**src/rtl/reg_bank_if.sv**
```systemverilog
// Operand-read, write-back and claim signals between the issue stage and reg_bank.
interface reg_bank_if #(
  parameter int DATA_W = 16,
  parameter int ADDR_W = 4
) ();
  logic              rd_req;
  logic [ADDR_W-1:0] op1_addr;
  logic [ADDR_W-1:0] op2_addr;
  logic              rd_stall;
  logic              rd_valid;
  logic [DATA_W-1:0] op1_data;
  logic [DATA_W-1:0] op2_data;
  logic [ADDR_W-1:0] op1_addr_q;
  logic [ADDR_W-1:0] op2_addr_q;
  logic              wr_en;
  logic [ADDR_W-1:0] wr_addr;
  logic [DATA_W-1:0] wr_data;
  logic              claim_en;
  logic [ADDR_W-1:0] claim_addr;
  logic [DATA_W-1:0] acc_out;

  modport master (
    output rd_req, op1_addr, op2_addr, wr_en, wr_addr, wr_data, claim_en, claim_addr,
    input  rd_stall, rd_valid, op1_data, op2_data, op1_addr_q, op2_addr_q, acc_out
  );

  modport slave (
    input  rd_req, op1_addr, op2_addr, wr_en, wr_addr, wr_data, claim_en, claim_addr,
    output rd_stall, rd_valid, op1_data, op2_data, op1_addr_q, op2_addr_q, acc_out
  );
endinterface

```
**src/rtl/reg_bank.sv**
```systemverilog
// 16x16 register bank with pending-write scoreboard and registered operand reads.
// Define REG_BANK_BYPASS_EN to forward a same-cycle write-back into operand reads.
module reg_bank #(
  parameter int DATA_W   = 16,
  parameter int ADDR_W   = 4,
  parameter int NUM_REGS = 16
) (
  input logic        clk,
  input logic        rst_n,
  reg_bank_if.slave  bus
);

`ifdef REG_BANK_BYPASS_EN
  localparam bit BYPASS = 1'b1;
`else
  localparam bit BYPASS = 1'b0;
`endif

  logic [DATA_W-1:0]   regs_q [NUM_REGS];
  logic [DATA_W-1:0]   regs_d [NUM_REGS];
  logic [NUM_REGS-1:0] pend_q, pend_d;
  logic                rd_valid_q, rd_valid_d;
  logic [DATA_W-1:0]   op1_data_q, op1_data_d;
  logic [DATA_W-1:0]   op2_data_q, op2_data_d;
  logic [ADDR_W-1:0]   op1_addr_q, op1_addr_d;
  logic [ADDR_W-1:0]   op2_addr_q, op2_addr_d;

  logic fwd1, fwd2, busy1, busy2, stall, accept;

  always_comb begin
    fwd1   = BYPASS && bus.wr_en && (bus.wr_addr == bus.op1_addr);
    fwd2   = BYPASS && bus.wr_en && (bus.wr_addr == bus.op2_addr);
    busy1  = pend_q[bus.op1_addr] && !fwd1;
    busy2  = pend_q[bus.op2_addr] && !fwd2;
    stall  = bus.rd_req && (busy1 || busy2);
    accept = bus.rd_req && !stall;

    regs_d = regs_q;
    pend_d = pend_q;
    if (bus.wr_en) begin
      regs_d[bus.wr_addr] = bus.wr_data;
      pend_d[bus.wr_addr] = 1'b0;
    end
    // Claim is applied after the write so a same-address claim keeps the bit set.
    if (bus.claim_en) pend_d[bus.claim_addr] = 1'b1;

    rd_valid_d = accept;
    op1_data_d = op1_data_q;
    op2_data_d = op2_data_q;
    op1_addr_d = op1_addr_q;
    op2_addr_d = op2_addr_q;
    if (accept) begin
      op1_data_d = fwd1 ? bus.wr_data : regs_q[bus.op1_addr];
      op2_data_d = fwd2 ? bus.wr_data : regs_q[bus.op2_addr];
      op1_addr_d = bus.op1_addr;
      op2_addr_d = bus.op2_addr;
    end
  end

  always_ff @(posedge clk or negedge rst_n) begin
    if (!rst_n) begin
      regs_q     <= '{default: '0};
      pend_q     <= '0;
      rd_valid_q <= 1'b0;
      op1_data_q <= '0;
      op2_data_q <= '0;
      op1_addr_q <= '0;
      op2_addr_q <= '0;
    end else begin
      regs_q     <= regs_d;
      pend_q     <= pend_d;
      rd_valid_q <= rd_valid_d;
      op1_data_q <= op1_data_d;
      op2_data_q <= op2_data_d;
      op1_addr_q <= op1_addr_d;
      op2_addr_q <= op2_addr_d;
    end
  end

  assign bus.rd_stall   = stall;
  assign bus.rd_valid   = rd_valid_q;
  assign bus.op1_data   = op1_data_q;
  assign bus.op2_data   = op2_data_q;
  assign bus.op1_addr_q = op1_addr_q;
  assign bus.op2_addr_q = op2_addr_q;
  assign bus.acc_out    = regs_q[0];

endmodule

```
**src/flat_wrapper.sv**
```systemverilog
// flat-port wrapper written by rule: the top's interface ports become plain ports
module reg_bank_flat 
#(
  parameter int DATA_W   = 16,
  parameter int ADDR_W   = 4,
  parameter int NUM_REGS = 16
)
  (clk, rst_n, bus_rd_req, bus_op1_addr, bus_op2_addr, bus_wr_en, bus_wr_addr, bus_wr_data, bus_claim_en, bus_claim_addr, bus_rd_stall, bus_rd_valid, bus_op1_data, bus_op2_data, bus_op1_addr_q, bus_op2_addr_q, bus_acc_out);
  reg_bank_if #(.DATA_W(DATA_W), .ADDR_W(ADDR_W)) bus_i ();
  input logic clk;
  input logic rst_n;
  input wire logic [$bits(bus_i.rd_req)-1:0] bus_rd_req;
  input wire logic [$bits(bus_i.op1_addr)-1:0] bus_op1_addr;
  input wire logic [$bits(bus_i.op2_addr)-1:0] bus_op2_addr;
  input wire logic [$bits(bus_i.wr_en)-1:0] bus_wr_en;
  input wire logic [$bits(bus_i.wr_addr)-1:0] bus_wr_addr;
  input wire logic [$bits(bus_i.wr_data)-1:0] bus_wr_data;
  input wire logic [$bits(bus_i.claim_en)-1:0] bus_claim_en;
  input wire logic [$bits(bus_i.claim_addr)-1:0] bus_claim_addr;
  output wire logic [$bits(bus_i.rd_stall)-1:0] bus_rd_stall;
  output wire logic [$bits(bus_i.rd_valid)-1:0] bus_rd_valid;
  output wire logic [$bits(bus_i.op1_data)-1:0] bus_op1_data;
  output wire logic [$bits(bus_i.op2_data)-1:0] bus_op2_data;
  output wire logic [$bits(bus_i.op1_addr_q)-1:0] bus_op1_addr_q;
  output wire logic [$bits(bus_i.op2_addr_q)-1:0] bus_op2_addr_q;
  output wire logic [$bits(bus_i.acc_out)-1:0] bus_acc_out;
  assign bus_i.rd_req = bus_rd_req;
  assign bus_i.op1_addr = bus_op1_addr;
  assign bus_i.op2_addr = bus_op2_addr;
  assign bus_i.wr_en = bus_wr_en;
  assign bus_i.wr_addr = bus_wr_addr;
  assign bus_i.wr_data = bus_wr_data;
  assign bus_i.claim_en = bus_claim_en;
  assign bus_i.claim_addr = bus_claim_addr;
  assign bus_rd_stall = bus_i.rd_stall;
  assign bus_rd_valid = bus_i.rd_valid;
  assign bus_op1_data = bus_i.op1_data;
  assign bus_op2_data = bus_i.op2_data;
  assign bus_op1_addr_q = bus_i.op1_addr_q;
  assign bus_op2_addr_q = bus_i.op2_addr_q;
  assign bus_acc_out = bus_i.acc_out;
  reg_bank #(.DATA_W(DATA_W), .ADDR_W(ADDR_W), .NUM_REGS(NUM_REGS)) u_core (.clk(clk), .rst_n(rst_n), .bus(bus_i));
endmodule
```
**config.mk**
```make
export PLATFORM = sky130hd
export DESIGN_NAME = reg_bank_flat
export DESIGN_NICKNAME = d
export VERILOG_FILES = /design/src/rtl/reg_bank_if.sv /design/src/rtl/reg_bank.sv /design/src/flat_wrapper.sv
export SDC_FILE = /design/constraint.sdc
export NUM_CORES = 1
export LEC_CHECK = 0
export ABC_CLOCK_PERIOD_IN_PS = 3400
export CAP_MARGIN = 10
export CORE_UTILIZATION = 57
export DETAILED_ROUTE_END_ITERATION = 6
export PLACE_DENSITY_LB_ADDON = 0.05
export SLEW_MARGIN = 10
export SYNTH_ARGS = -nofsm -noshare
export SYNTH_HDL_FRONTEND = slang
export SYNTH_SLANG_ARGS = --single-unit
```
**constraint.sdc**
```tcl
create_clock -name clk -period 3.4 [get_ports clk]
set_clock_uncertainty 0.1 [all_clocks]
set_input_delay 0.68 -clock clk [delete_from_list [all_inputs] [get_ports clk]]
set_output_delay 0.68 -clock clk [all_outputs]
set_load 0.01 [all_outputs]
```
==> results.json <==
{
  "fillers": 1844,
  "syn-num-nets": 989,
  "rsz0062_at_grt": "false",
  "crit_start": "u_core.pend_q[2]",
  "synth_top_family_by_area": "multiplexers",
  "p_leak_nw": 7.55,
  "firstDrtPassIters": 5,
  "io_pins": 95,
  "drt-wirelength-per-cell_um": 28.1,
  "seqPwrFrac_pct": 43.0,
  "port_buffers": 94,
  "yosys.area_share.simple_pct": 1.41,
  "final_common_cell": "dfrtp_1",
  "start_util_pct": 58.5,
  "multi_input_area_um2": 7550,
  "grt_pass1_vias": 10200,
  "insertion_delay_ps": 520,
  "cp-start-kind": "flip-flop",
  "max_slew_margin_pct": 58.3,
  "antenna_found_initial": 0,
  "switchingPower_w": 0.00333,
  "hold_viol": 0,
  "synth_adder_area_share_pct": 0,
  "timing.fmax_mhz": 313,
  "internal-power_w": 0.00936,
  "pwr-share-comb_pct": 25.3,
  "cts_made_buffers": 36,
  "dieArea_um2": 28600,
  "nNetsFinal": 1062,
  "slew_violations": 0,
  "ys_top_cells_by_area": "dfrtp_1 (49%), mux4_2 (24%), mux2_2 (21%)",
  "synth_compound_area_share_pct": 0.873,
  "synth.largest_area_cell": "dfrtp_1",
  "synthDistinctLibCells": 23,
  "synthMuxAreaShare_pct": 45.1,
  "vias": 9398,
  "worstPathMaxFanout": 3,
  "numClockSinks": 313,
  "synth_xor_area_share_pct": 0,
  "post-cts-setup-buffers": 0,
  "route.detailed.drc": 0,
  "grt-ovfl-total": 0,
  "hold_class": "flip-flop to flip-flop",
  "yosysSeqAreaShare_pct": 49.2,
  "grt_busiest_layer": "met2",
  "worst_hold_slack_ps": 393,
  "finalSetupViolations": 0,
  "fp-row-count": 60,
  "grtUsageMet2_pct": 48.7,
  "period_minus_slack_ps": 3200,
  "arrival_ps": 2420,
  "core_area_um2": 27200,
  "dp_hpwl_um": 24300,
  "grt_util_met3_pct": 4.82,
  "syn_area_per_cell_um2": 16.7,
  "ant_nets": 0,
  "end_kind": "primary output",
  "preCtsSetupSlack_ps": 257,
  "regArea_um2": 7830,
  "via_per_inst": 6.61,
  "drv_cap": 0,
  "die_x_um": 169,
  "root_buffer": "clkbuf_16",
  "final_cell_mix": "dfrtp_1 (313), mux2_2 (294), mux4_2 (168)",
  "clockBufferDepth": 3,
  "required_ps": 2620,
  "fin_crit_sh_pct": 94.0,
  "outcome": "finished, final reports clean",
  "grtUsageTotal_pct": 29.8,
  "finalWeightedCongestion": 0.896,
  "wl_um": 40000,
  "grt.met1_usage_pct": 41.6,
  "grt_max_degree": 113,
  "cts_tree": "yes",
  "syn_inst": 952,
  "vdd_drop_max_mv": 0.472,
  "syn-cell-area_um2": 15900,
  "switching_share_pct": 26.2,
  "synth-seq-cells": 313,
  "h-tree-depth": 2,
  "fp.dieH_um": 169,
  "synthToLayoutAreaGrowth_pct": 15.8,
  "clk_pin_slew_ps": 60,
  "tns_ps": 0,
  "timing.final.ws_setup_ps": 205,
  "drtIter0Drc": 738,
  "p_per_area_nw_per_um2": 689,
  "holdCritStartpoint": "u_core.bus.op2_addr_q[2]",
  "r2r_start": "u_core.pend_q[2]",
  "synth_top_cell_area_share_pct": 49.2,
  "grt_pass1_wl_um": 62500,
  "tightest_slew_ps": 625,
  "p_clk_share_pct": 31.7,
  "layout-drive-gt1-share_pct": 53.6,
  "antennaDiodeCount": 0,
  "crit_type": "flip-flop to primary output",
  "yosys_warnings": 0
}
[final timing paths]
| path | end | cells after the start | slack, ps |
|---|---|---|---|
| setup reg to reg | u_core.bus.op1_data[14] | 6 | 1020 |
| setup / recovery | bus_rd_stall | 6 | 200 |
| min in group asynchronous | u_core.pend_q[2] | 2 | 500 |
| hold / removal | u_core.bus.op2_addr_q[2] | 1 | 390 |
| hold reg to reg | u_core.bus.op2_addr_q[2] | 1 | 390 |
| max in group asynchronous | u_core.bus.op2_data[15] | 3 | 1820 |
[cell usage after synthesis, drive strengths merged]
cell,number
nand3b,5
nand3,2
nand2,11
dfrtp,313
o21ai,20
inv,2
mux2i,6
clkbuf,50
o32ai,1
nor2,13
or3,2
nand2b,8
nor2b,1
buf,48
o31ai,4
mux4,168
mux2,296
nor3b,1
nor3,1
[kinds of logic (layout without fill, tap and decap cells)]
logic type | count (synthesis) | after routing
buffers and inverters | 100 | 198
AO/OA/AOI/OAI | 25 | 25
flip-flops | 313 | 313
AND/OR/NAND/NOR | 44 | 44
multiplexers | 470 | 470
[power by group through the flow]
stage | clock network (W) | logic (W) | registers, W
2_1_floorplan | 0 | 0.00211 | 0.00534
3_3_place_gp | 0 | 0.00313 | 0.00537
3_5_place_dp | 0 | 0.00324 | 0.00549
4_1_cts | 0.00408 | 0.00325 | 0.00544
5_1_grt | 0.00423 | 0.00342 | 0.00557
6_report | 0.00402 | 0.00322 | 0.00545
[repair_timing]
action,CTS,global route
hold endpoints to repair,20,0
resized for setup,0,0
hold buffers,1,0
[routing by layer]
layer / vias up / wire (µm)
li1: 3855 / -
met1: 5143 / 16500
met2: 327 / 20000
met3: 73 / 2370
met4: 0 / 1030
met5: - / 0
[per-stage QoR]
stage	total power (W)	cell area, µm²	util [%]	std cells
final	0.0127	18400	67.8	1422
after global routing	0.0132	18400	67.8	1422
after CTS	0.0128	18400	67.8	1422
after detailed placement	0.00873	17200	63.2	1358
after global placement	0.00850	17200	63.2	1358
after floorplan	0.00745	15900	-	952
[layout make-up]
type	instances	area share (%)
Multi-Input combinational cell	539	41.0
Sequential cell	313	42.5
Tap cell	372	2.53
Clock buffer	55	5.94
Inverter	2	0.0407
Clock inverter	8	0.822
Timing Repair Buffer	133	7.21
[worst max-delay path, stage by stage (launching register included)]
cell and delay (ps):
dfrtp_1 430, mux4_2 490, mux2i_1 190, mux2i_1 170, nor2_1 110, nor2_1 50, clkdlybuf4s50_1 470
[flip-flops by register name, summed over array words and instances (netlist names)]
register and cells:
u_core.bus.op1_data 16, u_core.bus.op2_data 16, u_core.bus.rd_valid 1, u_core.bus.op1_addr_q 4, u_core.bus.acc_out 16, u_core.pend_q 16
u_core.regs_q 240, u_core.bus.op2_addr_q 4
(Power assumes the default switching activity.)
